[config.mk]
export PLATFORM = sky130hd
export DESIGN_NAME = pc_fetch_ctrl_flat
export DESIGN_NICKNAME = d
export VERILOG_FILES = /design/src/rtl/pc_fetch_ctrl_if.sv /design/src/rtl/pc_fetch_ctrl.sv /design/src/flat_wrapper.sv
export SDC_FILE = /design/constraint.sdc
export NUM_CORES = 1
export LEC_CHECK = 0
export ABC_AREA = 1
export CAP_MARGIN = 15
export CORE_MARGIN = 1.5
export CORE_UTILIZATION = 30
export DETAILED_ROUTE_END_ITERATION = 16
export HOLD_SLACK_MARGIN = 0.06
export SETUP_SLACK_MARGIN = 0.3
export SYNTH_ARGS = -nofsm -noshare
export SYNTH_HDL_FRONTEND = slang
export SYNTH_SLANG_ARGS = --single-unit
[constraint.sdc]
create_clock -name clk -period 1.5 [get_ports clk]
set_input_delay 0.225 -clock clk [delete_from_list [all_inputs] [get_ports clk]]
set_output_delay 0.225 -clock clk [all_outputs]
set_load 0.05 [all_outputs]
[src/rtl/pc_fetch_ctrl_if.sv]
// pc_fetch_ctrl_if: control/address bundle between pipeline control, fetch sequencer and PC counter
interface pc_fetch_ctrl_if #(parameter int INST_ADDR_WIDTH = 6);
  logic stall, branch_req, jump_req, halt_req, resume, irq;
  logic [INST_ADDR_WIDTH-1:0] branch_target, jump_target, pc_cur;
  logic pc_en, pc_wen, flush, halted;
  logic [INST_ADDR_WIDTH-1:0] pc_load_addr, epc;
  logic [1:0] state;
  modport master(
    output stall, branch_req, branch_target, jump_req, jump_target, halt_req, resume, pc_cur, irq,
    input pc_en, pc_wen, pc_load_addr, flush, halted, epc, state
  );
  modport slave(
    input stall, branch_req, branch_target, jump_req, jump_target, halt_req, resume, pc_cur, irq,
    output pc_en, pc_wen, pc_load_addr, flush, halted, epc, state
  );
endinterface

[src/rtl/pc_fetch_ctrl.sv]
// pc_fetch_ctrl: PC redirect/stall/flush/halt sequencer; interrupt support enabled by PC_CTRL_IRQ_EN
module pc_fetch_ctrl #(
  parameter int INST_ADDR_WIDTH = 6,
  parameter int FLUSH_CYCLES = 2,
  parameter logic [INST_ADDR_WIDTH-1:0] IRQ_VECTOR = 6'h3C
) (
  input logic clk,
  input logic reset,
  pc_fetch_ctrl_if.slave io
);
  typedef enum logic [1:0] {RUN = 2'd0, LOAD = 2'd1, FLUSH = 2'd2, HALT = 2'd3} state_t;
  state_t st;
  logic [3:0] cnt;
  logic irq_go, load_go, to_halt;
  logic [INST_ADDR_WIDTH-1:0] tgt;
  assign io.state = st;
`ifdef PC_CTRL_IRQ_EN
  logic irq_mask;
  // mask stays set through LOAD/FLUSH and the first RUN cycle so a held level irq is taken once
  assign irq_go = io.irq && !irq_mask && (st == HALT || (st == RUN && !io.halt_req));
  always_ff @(posedge clk) begin
    if (reset) begin
      irq_mask <= 1'b0;
      io.epc <= '0;
    end else if (irq_go) begin
      irq_mask <= 1'b1;
      io.epc <= io.pc_cur;
    end else if (st == RUN) irq_mask <= 1'b0;
  end
`else
  logic unused_irq;
  assign unused_irq = io.irq ^ (^io.pc_cur);
  assign irq_go = 1'b0;
  assign io.epc = '0;
`endif
  always_comb begin
    load_go = irq_go || (st == RUN && !io.halt_req && (io.branch_req || io.jump_req));
    to_halt = st == RUN ? io.halt_req : !(io.resume && !io.halt_req);
    tgt = irq_go ? IRQ_VECTOR : io.branch_req ? io.branch_target : io.jump_target;
  end
  always_ff @(posedge clk) begin
    if (reset) begin
      st <= RUN;
      cnt <= '0;
      io.pc_en <= 1'b0;
      io.pc_wen <= 1'b0;
      io.pc_load_addr <= '0;
      io.flush <= 1'b0;
      io.halted <= 1'b0;
    end else begin
      io.pc_en <= !io.stall;
      io.pc_wen <= 1'b0;
      io.flush <= 1'b0;
      io.halted <= 1'b0;
      case (st)
        LOAD: begin
          cnt <= 4'(FLUSH_CYCLES - 1);
          if (FLUSH_CYCLES > 1) begin
            st <= FLUSH;
            io.pc_en <= 1'b0;
            io.flush <= 1'b1;
          end else st <= RUN;
        end
        FLUSH: begin
          cnt <= cnt - 4'd1;
          if (cnt == 4'd1) st <= RUN;
          else begin
            io.pc_en <= 1'b0;
            io.flush <= 1'b1;
          end
        end
        default: begin
          if (load_go) begin
            st <= LOAD;
            io.pc_en <= 1'b1;
            io.pc_wen <= 1'b1;
            io.flush <= 1'b1;
            io.pc_load_addr <= tgt;
          end else if (to_halt) begin
            st <= HALT;
            io.pc_en <= 1'b0;
            io.halted <= 1'b1;
          end else st <= RUN;
        end
      endcase
    end
  end
endmodule

[src/flat_wrapper.sv]
// flat-port wrapper written by rule: the top's interface ports become plain ports
module pc_fetch_ctrl_flat 
#(
  parameter int INST_ADDR_WIDTH = 6,
  parameter int FLUSH_CYCLES = 2,
  parameter logic [INST_ADDR_WIDTH-1:0] IRQ_VECTOR = 6'h3C
)
  (clk, reset, io_stall, io_branch_req, io_branch_target, io_jump_req, io_jump_target, io_halt_req, io_resume, io_pc_cur, io_irq, io_pc_en, io_pc_wen, io_pc_load_addr, io_flush, io_halted, io_epc, io_state);
  pc_fetch_ctrl_if #(.INST_ADDR_WIDTH(INST_ADDR_WIDTH)) io_i ();
  input logic clk;
  input logic reset;
  input wire logic [$bits(io_i.stall)-1:0] io_stall;
  input wire logic [$bits(io_i.branch_req)-1:0] io_branch_req;
  input wire logic [$bits(io_i.branch_target)-1:0] io_branch_target;
  input wire logic [$bits(io_i.jump_req)-1:0] io_jump_req;
  input wire logic [$bits(io_i.jump_target)-1:0] io_jump_target;
  input wire logic [$bits(io_i.halt_req)-1:0] io_halt_req;
  input wire logic [$bits(io_i.resume)-1:0] io_resume;
  input wire logic [$bits(io_i.pc_cur)-1:0] io_pc_cur;
  input wire logic [$bits(io_i.irq)-1:0] io_irq;
  output wire logic [$bits(io_i.pc_en)-1:0] io_pc_en;
  output wire logic [$bits(io_i.pc_wen)-1:0] io_pc_wen;
  output wire logic [$bits(io_i.pc_load_addr)-1:0] io_pc_load_addr;
  output wire logic [$bits(io_i.flush)-1:0] io_flush;
  output wire logic [$bits(io_i.halted)-1:0] io_halted;
  output wire logic [$bits(io_i.epc)-1:0] io_epc;
  output wire logic [$bits(io_i.state)-1:0] io_state;
  assign io_i.stall = io_stall;
  assign io_i.branch_req = io_branch_req;
  assign io_i.branch_target = io_branch_target;
  assign io_i.jump_req = io_jump_req;
  assign io_i.jump_target = io_jump_target;
  assign io_i.halt_req = io_halt_req;
  assign io_i.resume = io_resume;
  assign io_i.pc_cur = io_pc_cur;
  assign io_i.irq = io_irq;
  assign io_pc_en = io_i.pc_en;
  assign io_pc_wen = io_i.pc_wen;
  assign io_pc_load_addr = io_i.pc_load_addr;
  assign io_flush = io_i.flush;
  assign io_halted = io_i.halted;
  assign io_epc = io_i.epc;
  assign io_state = io_i.state;
  pc_fetch_ctrl #(.INST_ADDR_WIDTH(INST_ADDR_WIDTH), .FLUSH_CYCLES(FLUSH_CYCLES), .IRQ_VECTOR(IRQ_VECTOR)) u_core (.clk(clk), .reset(reset), .io(io_i));
endmodule
-- Word level (Yosys, flattened, before mapping)
Index checks and enable logic that the tools add are counted.
W data, S select, Z words.
- word-level logic and storage cells: 41
- output and inout bits: 18
- input port bits: 26
- bits in registers: 16
- bitwise gates (word level): 1
- eq/ne operators: 4
- $add $sub $neg: 1
- reductions and logical operators: 13
- muxes and demuxes: 15
- operators with widths (kind ; count):
    $pmux W4 S2 ; 1
    $mux W1 ; 7
    $mux W2 ; 3
    $mux W6 ; 1
    $eq A4 B1 Y1 const B ; 1
    $pmux W1 S2 ; 2
    $pmux W2 S2 ; 1
    $reduce_or A4 Y1 ; 1
    $sub A4 B1 Y4 const B ; 1
    $logic_and A1 B1 Y1 ; 3
    $logic_not A1 Y1 ; 3
    $reduce_or A3 Y1 ; 1
    $eq A2 B1 Y1 const B ; 1
    $eq A2 B2 Y1 const B ; 1
    $logic_not A2 Y1 ; 1
    $ne A2 B1 Y1 const B ; 1
    $reduce_and A2 Y1 ; 1
    $reduce_bool A2 Y1 ; 1
    $reduce_or A2 Y1 ; 1
    $logic_or A1 B1 Y1 ; 1
    $not A1 Y1 ; 1

-- Depth between registers and ports, before layout
- word-level depth: 7
- gate-level depth with buffers: 9
- depth with buffers taken out: 8

-- Worst setup path after synthesis
OpenSTA, ideal clock, no wires.
- path type: register to register
- start: register u_core.st[0] (netlist: u_core.io.state[0])
- end: register u_core.io.pc_load_addr[0]
- required time: 1.387 ns
- library setup time: 0.113 ns
- arrival: 1.679 ns
- stages on the path, launching flop included: 9
- path buffers: 2
- period minus slack after synthesis: 1.792 ns
- slack: -0.292 ns
- path through: dfxtp_1 > inv_1 > ha_1 > buf_2 > inv_2 > nand3_4 > buf_6 > nor2_1 > nor2_1
- cells in the longest elaborated chain, start to end: 4
- elaborated cells on any way between the ends: 8
- classes of those cells: 2 x eq/ne; 1 x bitwise; 5 x reduce/logical
- ends and longest elaborated chain (item ; RTL line ; text):
    from (decl) ; pc_fetch_ctrl.sv:12 ; state_t st;
    from (signal assigned) ; pc_fetch_ctrl.sv:43 ; st <= RUN;
    from (signal assigned) ; pc_fetch_ctrl.sv:59 ; st <= FLUSH;
    from (signal assigned) ; pc_fetch_ctrl.sv:62 ; end else st <= RUN;
    $eq A2 B1 Y1, or another cell as far along ; pc_fetch_ctrl.sv:55 ; case (st)
    $reduce_or A2 Y1 (no source line) or $logic_and A1 B1 Y1 (tied branches) ; n/a ;
    $not A1 Y1 (no source line) or $logic_and A1 B1 Y1 (tied branches) ; n/a ;
    $reduce_and A2 Y1 (no source line) * ; n/a ;
    to (signal assigned) ; pc_fetch_ctrl.sv:78 ; io.pc_load_addr <= tgt;
    to (decl) ; pc_fetch_ctrl_if.sv:14 ; output pc_en, pc_wen, pc_load_addr, flush, halted, epc, state
Every way passes the cells marked *; elsewhere a longest branch is shown, timed or not.
A chain may end at the register's enable or synchronous reset.

-- Worst setup path in the final report
- start: register u_core.st[1] (netlist: u_core.io.state[1])
- end: register u_core.cnt[2]
- cells in the longest elaborated chain, start to end: 2
- elaborated cells on any way between the ends: 4
- classes of those cells: 2 x eq/ne; 1 x mux; 1 x reduce/logical
- ends and longest elaborated chain (item ; RTL line ; text):
    $eq A2 B2 Y1 or $eq A2 B1 Y1 (tied branches) ; pc_fetch_ctrl.sv:55 ;
    $pmux W4 S2 or $reduce_bool A2 Y1 (tied branches) ; n/a ;
    to (signal assigned) ; pc_fetch_ctrl.sv:57 ; cnt <= 4'(FLUSH_CYCLES - 1);
    to (signal assigned) ; pc_fetch_ctrl.sv:65 ; cnt <= cnt - 4'd1;
    to (decl) ; pc_fetch_ctrl.sv:13 ; logic [3:0] cnt;
Several ways; a longest one is shown, not always the timed one.

==> metrics.csv <==
stage;metric;value;unit
timing;skew final;0.005145;ns
die;Initial Util;31.17;%
finish;antenna cells;0;
logic_synthesis;Cell Area, Synth;935.9;um^2
clocking;H-tree levels;1;
detailed_routing;Routed Antenna Nets;0;
finish;number of fill cells;331;
timing;final setup fails;0;
global_routing;vias in the first global route;889;
die;num ports;44;
die;Die Footprint;3464;um^2
logic_synthesis;largest family of logic cells by synthesized area;simple AND/OR/NAND/NOR gates;
hold_path;HP Class;flip-flop to flip-flop;
setup_path;FF-to-FF setup slack;0.28;ns
timing;fin crit period;1.218;ns
detailed_routing;WL final;2.031;mm
timing;Slew Limit Fails;0;
clocking;Clock Latency Late Sink;0.29;ns
die;row cnt;20;
placed_design;port bufs;30;
setup_path;Setup crit start kind;flip-flop;
clocking;Post-CTS Hold Fix Bufs;0;
setup_path;crit-path max FO;6;
die;Die Y;58.86;um
logic_synthesis;Gate Count Post-Synth;143;
logic_synthesis;mux contribution to synthesized area;0;%
clocking;Clk pin slew, worst setup/hold paths;0.10;ns
clocking;clock sinks;16;
logic_synthesis;adder-cell area share of the yosys netlist;6.684;%
placed_design;Cell Area, Placed;1240;um^2
run;Max Cap Viol;0;
clocking;CTS Root Cell;clkbuf_4;
setup_path;crit path from;u_core.io.state[1];
timing;Hold Fails Final Rpt;0;
detailed_routing;DRC viols;0;
setup_path;Crit. End Element;flip-flop;
setup_path;WS Path Type;flip-flop to flip-flop;
global_routing;largest net degree at the start of global routing;13;
outcome;outcome;finished, final reports clean;
logic_synthesis;Compound-Gate Fraction of Synth Area;4.813;%
logic_synthesis;Mapped Avg Cell Area;6.545;um^2
timing;TNS Setup;0;ns
finish;area delta synth->final;41.31;%
clocking;CTS buffer count;3;
clocking;CTS tree;done;
power_and_ir_drop;leakage power;0.6845;nW
global_routing;GR Util All Layers;13.16;%
logic_synthesis;register area share after synthesis;34.22;%
hold_path;Hold Crit Start;u_core.cnt[0];
logic_synthesis;Synth Warn #;0;
setup_path;crit path DAT;1.41;ns
finish;nets;209;
die;Die W;58.86;um
detailed_routing;wire length per cell;9.671;um
detailed_routing;via count;907;
detailed_routing;TritonRoute pass-1 iters;5;
global_routing;initial antenna violation count;0;
logic_synthesis;simple-gate share of the synthesized area;38.24;%
die;core area;3003;um^2
finish;Post-Layout Inst Area;1323;um^2
timing;final period utilization;81.20;%
logic_synthesis;#FFs+latches synth;16;
clocking;clock buffer depth;2;
global_routing;first-pass GRT wire length;3.560;mm
power_and_ir_drop;maximum vdd drop;754.1;uV
timing;unrepaired setup endpoints after global routing;yes;
timing;Fmax;821.0;MHz
placed_design;Placer Congestion;0.7748;
power_and_ir_drop;power per standard cell area;2033;nW/um^2
detailed_routing;via density per instance;4.319;
placed_design;hpwl dp;1.571;mm
finish;layout cells sized above 1;21.47;%
logic_synthesis;Netlist cell types;23;
global_routing;GRT Residual Overflow;0;
logic_synthesis;xor/xnor share of the synthesized area;0;%
setup_path;Critical R2R Launch;u_core.io.state[1];
setup_path;Worst EP required;1.69;ns
detailed_routing;DRT iter0 DRCs;13;
==> through the flow <==
stage               power (W)  setup slack [ns]  instances  utilization (%)  hold WS, ns
global placement     0.002253            0.1150        203            41.29       0.4692
floorplan            0.001958            0.1276        148                -       0.2974
CTS                  0.002718            0.2751        210            44.04       0.4969
global route         0.002915            0.1778        210            44.04       0.5501
finish               0.002689            0.2820        210            44.04       0.4956
detailed placement   0.002284           0.08720        203            41.29       0.4758
==> flip-flops by register name, summed over array words and instances, names as in the netlist <==
name                    flops
u_core.io.pc_load_addr      6
u_core.cnt                  4
u_core.io.state             2
u_core.io.flush             1
u_core.io.halted            1
u_core.io.pc_en             1
u_core.io.pc_wen            1
==> metal layers <==
layer  vias to the layer above  track usage (%)  wire length, um
met1                       388            16.08              936
met3                         2            2.418              137
li1                        489                -                -
met2                        28            22.86              945
met5                         -                0                0
met4                         0            4.870               11
==> layout make-up <==
type | instances | area [um^2] | share of cell area [%]
Clock buffer | 4 | 36.28 | 2.744
Inverter | 21 | 87.58 | 6.623
Multi-Input combinational cell | 103 | 536.8 | 40.59
Sequential cell | 16 | 327.8 | 24.79
Timing Repair Buffer | 33 | 292.8 | 22.14
Tap cell | 33 | 41.29 | 3.122
==> critical path, cell delays in order (launching register included) <==
cell and delay, ns:
dfxtp_4 0.38, inv_4 0.04, ha_4 0.26, buf_4 0.16
a21oi_1 0.11, and3b_1 0.18
==> cell usage in the layout (no fill, tap or decap), drive strengths merged <==
cell type	n
a2bb2oi	1
ha	5
clkdlybuf4s50	18
nor2	26
nand3	8
a31oi	1
buf	15
dfxtp	16
inv	19
a21oi	5
o21ai	1
clkbuf	4
conb	6
nand2	48
nand4	1
clkinv	2
and3b	1
==> power breakdown <==
group	switching (W)	leakage [nW]	internal, W
Sequential	0.000101	0.133	0.000589
Clock	0.000143	0.0210	0.000148
Combinational	0.00109	0.531	0.000617
==> final timing paths <==
path	endpoint	cells past startpoint
setup / recovery	u_core.cnt[2]	5
hold / removal	u_core.cnt[0]	1
setup reg to reg	u_core.cnt[2]	5
hold reg to reg	u_core.cnt[0]	1
==> what timing repair did <==
item,4_1_cts,5_1_grt
setup endpoints to repair,10,12
resized for setup,5,0
endpoints found under the hold margin,0,0
setup buffers,2,0
pin swaps,1,3
gates cloned,1,0
==> logic make-up (layout without fill, tap and decap cells) <==
group	count (synthesis)	count (layout)
simple gates	83	84
buf+inv	30	58
flops	16	16
compound gates	8	8
fa+ha+maj	5	5
other cells	1	6
==> cells in the mapped netlist <==
library cell / n / area share [%]
nand2_2: 3 / 2.0
clkinv_1: 1 / 0.40
a2bb2oi_1: 1 / 0.94
nor2_1: 25 / 10
a21oi_1: 5 / 2.7
nor2_2: 1 / 0.67
a31oi_1: 1 / 0.67
buf_4: 6 / 4.8
buf_2: 2 / 1.1
ha_1: 5 / 6.7
nand3_1: 6 / 3.2
nand2_4: 1 / 1.2
and3b_1: 1 / 0.94
conb_1: 1 / 0.40
clkinv_2: 1 / 0.53
nand2_1: 44 / 18
inv_2: 2 / 0.80
inv_1: 17 / 6.8
dfxtp_1: 16 / 34
nand4_1: 1 / 0.67
buf_6: 1 / 1.2
nand3_4: 1 / 1.9
o21ai_0: 1 / 0.53
No activity file was read; power rests on OpenSTA's default activity.
